<file path="src/rtl/usr_pkg.sv">
// Shared definitions for the universal shift register: op codes, FSM states
// and a small op-class helper.
package usr_pkg;

    localparam int unsigned OP_W = 3;

    localparam logic [OP_W-1:0] OP_NOP   = 3'b000;
    localparam logic [OP_W-1:0] OP_LOAD  = 3'b001;
    localparam logic [OP_W-1:0] OP_SHL   = 3'b010;
    localparam logic [OP_W-1:0] OP_SHR   = 3'b011;
    localparam logic [OP_W-1:0] OP_SAR   = 3'b100;
    localparam logic [OP_W-1:0] OP_ROL   = 3'b101;
    localparam logic [OP_W-1:0] OP_ROR   = 3'b110;
    localparam logic [OP_W-1:0] OP_CLEAR = 3'b111;

    typedef enum logic [1:0] {
        ST_IDLE  = 2'd0,
        ST_SHIFT = 2'd1,
        ST_DONE  = 2'd2
    } usr_state_e;

    // True for the ops that step the register one bit per clock.
    function automatic logic is_shift_op(input logic [OP_W-1:0] op);
        return (op == OP_SHL) || (op == OP_SHR) || (op == OP_SAR) ||
               (op == OP_ROL) || (op == OP_ROR);
    endfunction

endpackage

</file>
<file path="src/rtl/usr_shift_step.sv">
// Combinational single-bit step of the universal shift register.
// Ports:
//   op      - operation code (shift/rotate ops act, all others pass q through)
//   q       - current register value
//   sin_l   - fill bit entering at the MSB on SHR
//   sin_r   - fill bit entering at the LSB on SHL
//   next_q  - register value after one step
//   out_bit - bit leaving the register on this step (0 for non-shift ops)
module usr_shift_step
    import usr_pkg::*;
#(
    parameter int unsigned WIDTH = 8
) (
    input  logic [OP_W-1:0]  op,
    input  logic [WIDTH-1:0] q,
    input  logic             sin_l,
    input  logic             sin_r,
    output logic [WIDTH-1:0] next_q,
    output logic             out_bit
);

    always_comb begin
        next_q  = q;
        out_bit = 1'b0;
        case (op)
            OP_SHL: begin
                next_q  = {q[WIDTH-2:0], sin_r};
                out_bit = q[WIDTH-1];
            end
            OP_SHR: begin
                next_q  = {sin_l, q[WIDTH-1:1]};
                out_bit = q[0];
            end
            OP_SAR: begin
                next_q  = {q[WIDTH-1], q[WIDTH-1:1]};
                out_bit = q[0];
            end
            OP_ROL: begin
                next_q  = {q[WIDTH-2:0], q[WIDTH-1]};
                out_bit = q[WIDTH-1];
            end
            OP_ROR: begin
                next_q  = {q[0], q[WIDTH-1:1]};
                out_bit = q[0];
            end
            default: begin
                next_q  = q;
                out_bit = 1'b0;
            end
        endcase
    end

endmodule

</file>
<file path="src/rtl/param_universal_shift_register.sv">
// Parametrised universal shift register with a valid/ready command port.
// Shift and rotate commands advance one bit per clock for cmd_amt clocks;
// LOAD, CLEAR, NOP and zero-amount shifts complete in a single cycle.
// Optional feature macro: USR_CARRY_EN adds the carry output and its flop.
// Ports:
//   clk, rst              - clock, asynchronous active-low reset
//   cmd_valid/cmd_ready   - command handshake (accepted when both high)
//   cmd_op/amt/data       - op code, shift amount, parallel load value
//   sin_l, sin_r          - serial fill bits for SHR / SHL
//   q                     - register contents
//   busy, done            - executing status, one-cycle completion pulse
//   carry                 - last bit shifted/rotated out (USR_CARRY_EN only)
module param_universal_shift_register
    import usr_pkg::*;
#(
    parameter int unsigned WIDTH = 8,
    parameter int unsigned AMT_W = $clog2(WIDTH)
) (
    input  logic             clk,
    input  logic             rst,
    input  logic             cmd_valid,
    output logic             cmd_ready,
    input  logic [OP_W-1:0]  cmd_op,
    input  logic [AMT_W-1:0] cmd_amt,
    input  logic [WIDTH-1:0] cmd_data,
    input  logic             sin_l,
    input  logic             sin_r,
    output logic [WIDTH-1:0] q,
    output logic             busy,
    output logic             done
`ifdef USR_CARRY_EN
    ,
    output logic             carry
`endif
);

    usr_state_e       state_q;
    usr_state_e       state_d;
    logic [AMT_W-1:0] cnt_q;
    logic [AMT_W-1:0] cnt_d;
    logic [OP_W-1:0]  op_q;
    logic [OP_W-1:0]  op_d;
    logic [WIDTH-1:0] q_d;
    logic             ready_d;
    logic             done_d;
    logic             accept_c;
    logic [WIDTH-1:0] step_q;
    logic             step_out;

    assign accept_c = cmd_valid && (state_q == ST_IDLE);

    // Single-bit step datapath, driven by the latched op.
    usr_shift_step #(
        .WIDTH (WIDTH)
    ) u_step (
        .op      (op_q),
        .q       (q),
        .sin_l   (sin_l),
        .sin_r   (sin_r),
        .next_q  (step_q),
        .out_bit (step_out)
    );

    // State, datapath and status registers.
    always_ff @(posedge clk or negedge rst) begin
        if (!rst) begin
            state_q   <= ST_IDLE;
            cnt_q     <= '0;
            op_q      <= OP_NOP;
            q         <= '0;
            cmd_ready <= 1'b1;
            busy      <= 1'b0;
            done      <= 1'b0;
        end else begin
            state_q   <= state_d;
            cnt_q     <= cnt_d;
            op_q      <= op_d;
            q         <= q_d;
            cmd_ready <= ready_d;
            busy      <= !ready_d;
            done      <= done_d;
        end
    end

    // Next-state logic: multi-cycle only for shift ops with a nonzero amount.
    always_comb begin
        state_d = state_q;
        case (state_q)
            ST_IDLE: begin
                if (cmd_valid) begin
                    if (is_shift_op(cmd_op) && (cmd_amt != '0)) begin
                        state_d = ST_SHIFT;
                    end else begin
                        state_d = ST_DONE;
                    end
                end
            end
            ST_SHIFT: begin
                if (cnt_q == AMT_W'(1)) begin
                    state_d = ST_DONE;
                end
            end
            ST_DONE: begin
                state_d = ST_IDLE;
            end
            default: begin
                state_d = ST_IDLE;
            end
        endcase
    end

    // Status outputs are decoded from the next state so they leave a flop.
    always_comb begin
        ready_d = (state_d == ST_IDLE);
        done_d  = (state_d == ST_DONE);
    end

    // Datapath next values: latch the command on accept, step while shifting.
    always_comb begin
        q_d   = q;
        cnt_d = cnt_q;
        op_d  = op_q;
        if (accept_c) begin
            op_d  = cmd_op;
            cnt_d = is_shift_op(cmd_op) ? cmd_amt : '0;
            case (cmd_op)
                OP_LOAD:  q_d = cmd_data;
                OP_CLEAR: q_d = '0;
                default:  q_d = q;
            endcase
        end else if (state_q == ST_SHIFT) begin
            q_d   = step_q;
            cnt_d = cnt_q - AMT_W'(1);
        end
    end

`ifdef USR_CARRY_EN
    // Carry tracks the bit leaving on each step; LOAD/CLEAR zero it.
    always_ff @(posedge clk or negedge rst) begin
        if (!rst) begin
            carry <= 1'b0;
        end else if (accept_c && ((cmd_op == OP_LOAD) || (cmd_op == OP_CLEAR))) begin
            carry <= 1'b0;
        end else if (state_q == ST_SHIFT) begin
            carry <= step_out;
        end
    end
`else
    logic unused_step_out;
    assign unused_step_out = step_out;
`endif

endmodule

</file>
<file path="config.mk">
export PLATFORM = sky130hd
export DESIGN_NAME = param_universal_shift_register
export DESIGN_NICKNAME = d
export VERILOG_FILES = /design/src/rtl/usr_pkg.sv /design/src/rtl/usr_shift_step.sv /design/src/rtl/param_universal_shift_register.sv
export SDC_FILE = /design/constraint.sdc
export NUM_CORES = 1
export LEC_CHECK = 0
export BUFFER_PORTS_ARGS = -buffer_cell sky130_fd_sc_hd__buf_2
export CORE_UTILIZATION = 54
export CTS_BUF_LIST = sky130_fd_sc_hd__clkbuf_8
export DETAILED_ROUTE_END_ITERATION = 10
export MAX_ROUTING_LAYER = met4
export PLACE_DENSITY = 0.81
export SYNTH_ARGS = -nofsm -noshare
export SYNTH_HDL_FRONTEND = slang
export SYNTH_SLANG_ARGS = --single-unit
</file>
<file path="constraint.sdc">
create_clock -name clk -period 2.51 [get_ports clk]
set_input_delay 0.753 -clock clk [delete_from_list [all_inputs] [get_ports clk]]
set_output_delay 0.753 -clock clk [all_outputs]
set_load 0.005 [all_outputs]
</file>
# After elaboration in Yosys (flattened, before gate mapping)

Cells that the tools add are included.

Flip-flop bits (word level): 19
Bits of input ports: 19
Output and inout port bits: 11
Logic and storage cells: 52

Add/sub/neg operators: 1
Equal/unequal tests: 17
Mux-type cells: 11
Reductions and logical operators: 15

Operator list:

| cell                                                                | number |
|---|---|
| 8-bit one-hot mux with 5 select lines                               | 1 |
| 3-bit == test (second input constant)                               | 7 |
| 8-bit two-way mux                                                   | 2 |
| 8-bit one-hot mux with 2 select lines                               | 1 |
| 3-bit by 2-bit == test with 1-bit output (second input constant)    | 4 |
| 3-bit two-way mux                                                   | 3 |
| 3-bit by 1-bit == test with 1-bit output (second input constant)    | 2 |
| 2-bit two-way mux                                                   | 3 |
| 6-bit nonzero test                                                  | 1 |
| 5-bit nonzero test                                                  | 1 |
| 2-bit zero test                                                     | 2 |
| 1-bit logical OR                                                    | 4 |
| 2-bit one-hot mux with 2 select lines                               | 1 |
| 4-bit AND reduction                                                 | 1 |
| 3-bit by 1-bit != test with 1-bit output (second input constant)    | 1 |
| 3-bit AND reduction                                                 | 1 |
| 3-bit nonzero test                                                  | 1 |
| 3-bit by 1-bit subtractor with 3-bit output (second input constant) | 1 |
| 2-bit by 1-bit == test with 1-bit output (second input constant)    | 1 |
| 2-bit == test (second input constant)                               | 1 |
| 1-bit logical AND                                                   | 2 |
| 2-bit != test (second input constant)                               | 1 |
| 2-bit nonzero test                                                  | 1 |
| 1-bit zero test                                                     | 1 |

# Logic depth before layout (Yosys ltp)

Depth in word-level cells: 11
Gate-level depth with buffers: 6
Gate-level depth less buffers: 5

# Hierarchy

From an unflattened synthesis, not the netlist that was laid out.

Cell total of the unflattened synthesis: 155
Area total of the unflattened synthesis: 1450.1 µm²

By module, submodules not included:

| module                         | instances | cells an instance | area each (µm²) | seq. area each (µm²) |
|---|---|---|---|---|
| param_universal_shift_register | 1         | 79                | 969.7           | 476.7 |
| usr_shift_step                 | 1         | 76                | 480.5           | 0.0 |

# Least setup slack after synthesis

OpenSTA, ideal clock, no wires.

Path kind: in2reg
From: input port cmd_valid
To: register q[0]
Setup time: 0.125 ns
Arrival time: 1.937 ns
Required time: 2.385 ns
Slack: 0.448 ns
Stages: 4
Path buffers: 1
Path through: or3b_1 > buf_6 > a211oi_4 > mux2_2

Word-level cells in the longest chain between the ends: 3
Elaborated cells on any way between the ends: 6
Classes of those cells: eq/ne (1); mux (1); reduce/logical (4)

RTL lines:

| what                                                                              | RTL line                             | text |
|---|---|---|
| start, declared                                                                   | param_universal_shift_register.sv:21 | `input logic cmd_valid,` |
| 1-bit logical AND (*)                                                             | param_universal_shift_register.sv:50 | `assign accept_c = cmd_valid && (state_q == ST_IDLE);` |
| 3-bit by 1-bit != test with 1-bit output (no source line) (tied with other cells) | --                                   |  |
| 3-bit AND reduction (no source line)                                              | --                                   |  |
| end signal, assigned                                                              | param_universal_shift_register.sv:78 | `q <= q_d;` |
| end, declared                                                                     | param_universal_shift_register.sv:28 | `output logic [WIDTH-1:0] q,` |

Every way passes the cells marked *; elsewhere a longest branch is shown, timed or not.
A chain may end at the register's enable or synchronous reset.

# Final worst setup path

From: input port cmd_valid
To: register q[1]

Same word-level chain as after synthesis.

==> metrics <==
Final ANT Viol Nets 0; crit path max fanout 7; Gate Count Post-Synth 122; Comb power frac 49.1%; Post-Layout Inst Area 1360 um2; syn avg cell area 9.37 um2; critical path cell sequence buf_2 -> or3b_1 -> a211oi_4 -> mux2_2; warnings from Yosys 0; all-layer global routing usage 26.5%; antenna violations before repair 0; Root Buffer clkbuf_8; status finished, final reports clean; clk_lat worst skew ~0.26 ns; Slew @ Worst Pin around 0.44 ns; DRC errors left 0; FF-to-FF path depth 3; crit path time final a little under 2 ns; WL/cell 15.6 um; Max clock buf depth 2; Pwr Density 1220 nW/um2; CTS HTree Levels 1; Worst Setup Path Type input pin to flop; layout cells sized above 1 31.8%; gr ovfl total 0; vias in the first global route 916; post_cts resized 0; core area 1980 um2; setup bufs post-CTS 0; Peak VDD IR 0.660 mV; mapped cell area 1140 um2; Vias per Instance approximately 6; Psw 706 uW; dpl cell area 1320 um2; register share of total power 37.9%; Filler Cell Count 162; area of the multi-input gates between 600 and 700 um2; CTS Buf Count 3; CTS clk-pin slew, worst paths 0.07 ns; Largest stage delay, worst path 0.43 ns; CP startpoint kind input pin; Yosys cell types just over 40; first-pass GRT wire length 4.00 mm; LEAKAGE approximately 0.63 nW; Reg area 477 um2; P_int 961 uW; Max Slew Vio Count 0; max_slew headroom 70.7%; Final Cycle Share between 70 and 80%; commonest non-fill, non-tap cell in the layout buf_2; CP Data Required Time 2.66 ns; commonest cells after routing, fill and taps aside 29 x buf_2, 18 x nand2_1, 18 x dfrtp_1, 11 x nand3_1; die area ~2300 um2; n_diodes 0; Yosys reg bits 19; slowest CP cell a211oi_4; # Max-Cap Violations 0; Final Net Count 173; Synth-to-Final Area Change 19.1%; GP Congestion 0.833; Worst Hold Class input pin to async pin; RSZ-0062 raised after global routing no; die height 48.0 um; row cnt 16; I/O pin count 30; largest net degree at the start of global routing 20; CTS Sinks 19; Syn Nets 143; hold_buf cts 0; part of the power in the clock network 13.0%; TritonCTS clock tree built; port bufs 29; Detailed Route WL 2.78 mm; Setup-failing EPs final 0; vias approximately 1100; post-synthesis sequential area ratio a little over two fifths; drt first pass iters 4; Initial Util between 50% and 60%; CP Capture Type flop; Max Clock Freq roughly 0.52 GHz; Initial DRC Count 29; Switching Fraction a little over two fifths; Hold Vio Cnt, Final 0; Post-Route Setup TNS 0 ns; post-DP HPWL around 2.0 mm; Critical Path AT 2.08 ns; post-route clock skew 0.00195 ns; Die W 48.0 um
final timing paths:
path	start	to	slack (ns)
max in group asynchronous	rst	cmd_ready	1.75
max reg2reg	state_q[1]	q[1]	0.63
min reg2reg	q[3]	q[3]	0.56
min in group clk	q[3]	q[3]	0.56
max	cmd_valid	q[1]	0.57
min	rst	q[5]	0.43
Yosys cell counts, drive strengths merged:
| cell | n | area, um2 |
|---|---|---|
| a211o | 1 | 8.76 |
| a211oi | 3 | 35.0 |
| a21bo | 1 | 10.0 |
| a21boi | 1 | 7.51 |
| a21o | 1 | 7.51 |
| a21oi | 5 | 25.0 |
| a22o | 1 | 8.76 |
| a311o | 1 | 10.0 |
| a31oi | 1 | 6.26 |
| a32oi | 1 | 8.76 |
| and2 | 2 | 12.5 |
| and2b | 1 | 7.51 |
| buf | 5 | 30.0 |
| clkbuf | 3 | 11.3 |
| dfrtp | 18 | 450 |
| dfstp | 1 | 26.3 |
| ha | 2 | 25.0 |
| inv | 3 | 11.3 |
| mux2 | 7 | 78.8 |
| mux2i | 1 | 10.0 |
| nand2 | 18 | 67.6 |
| nand2b | 3 | 18.8 |
| nand3 | 11 | 55.1 |
| nand3b | 1 | 7.51 |
| nand4 | 6 | 37.5 |
| nor2 | 2 | 7.51 |
| nor3b | 1 | 7.51 |
| o211ai | 7 | 52.6 |
| o21a | 2 | 15.0 |
| o21ai | 4 | 20.0 |
| o22ai | 2 | 12.5 |
| o31a | 1 | 8.76 |
| o31ai | 1 | 7.51 |
| o41ai | 1 | 8.76 |
| or3b | 1 | 8.76 |
| xnor2 | 1 | 8.76 |
| xor2 | 1 | 8.76 |
through the flow:
step | setup WS, ns | power (mW) | std cells | hold slack [ns] | utilization, %
after global placement | 0.333 | 1.40 | 174 | 0.546 | 66.4
after detailed placement | 0.312 | 1.45 | 174 | 0.555 | 66.4
after global routing | 0.509 | 1.80 | 178 | 0.462 | 68.8
after CTS | 0.578 | 1.67 | 178 | 0.438 | 68.8
final | 0.574 | 1.67 | 178 | 0.426 | 68.8
after floorplan | 0.448 | 1.20 | 122 | 0.457 | -
layout make-up:
| class | count | share of cell area, % |
|---|---|---|
| Clock inverter | 1 | 0.367 |
| Clock buffer | 3 | 3.03 |
| Tap cell | 27 | 2.48 |
| Inverter | 3 | 0.826 |
| Multi-Input combinational cell | 92 | 45.5 |
| Timing Repair Buffer | 33 | 12.9 |
| Sequential cell | 19 | 35.0 |
power by group through the flow:
| stage | Combinational (mW) | Sequential, mW | Clock (mW) |
|---|---|---|---|
| floorplan | 0.645 | 0.560 | 0 |
| global placement | 0.778 | 0.622 | 0 |
| detailed placement | 0.815 | 0.636 | 0 |
| CTS | 0.820 | 0.631 | 0.220 |
| global route | 0.914 | 0.655 | 0.232 |
| finish | 0.819 | 0.632 | 0.216 |
sequential cells by signal (all words and copies together) (netlist names):
name / flops
cnt_q: 3
cmd_ready: 1
op_q: 3
q: 8
done: 1
busy: 1
state_q: 2
per-layer routing:
metal	GRT usage (%)	share of wire (%)	vias up
li1	-	-	505
met1	32.2	43	534
met2	43.2	51	40
met3	4.91	4.6	8
met4	10.6	1.9	0
met5	-	0	-
critical path: cells and delay by family:
kind                   cells  cell delay (ns)
and+or+nand+nor            1             0.40
buffers and inverters      1             0.10
AOI/OAI and AO/OA          1             0.43
muxes                      1             0.39
kinds of logic after synthesis:
logic type               after synthesis  share of synthesized area (%)
AO/OA/AOI/OAI                         34                           22.1
adder cells (fa/ha/maj)                2                           2.19
multiplexers                           8                           7.77
buffers and inverters                 11                           4.59
XOR/XNOR                               2                           1.53
AND/OR/NAND/NOR                       46                           20.1
flip-flops                            19                           41.7
Note: power is estimated with default switching activity, not from simulation.
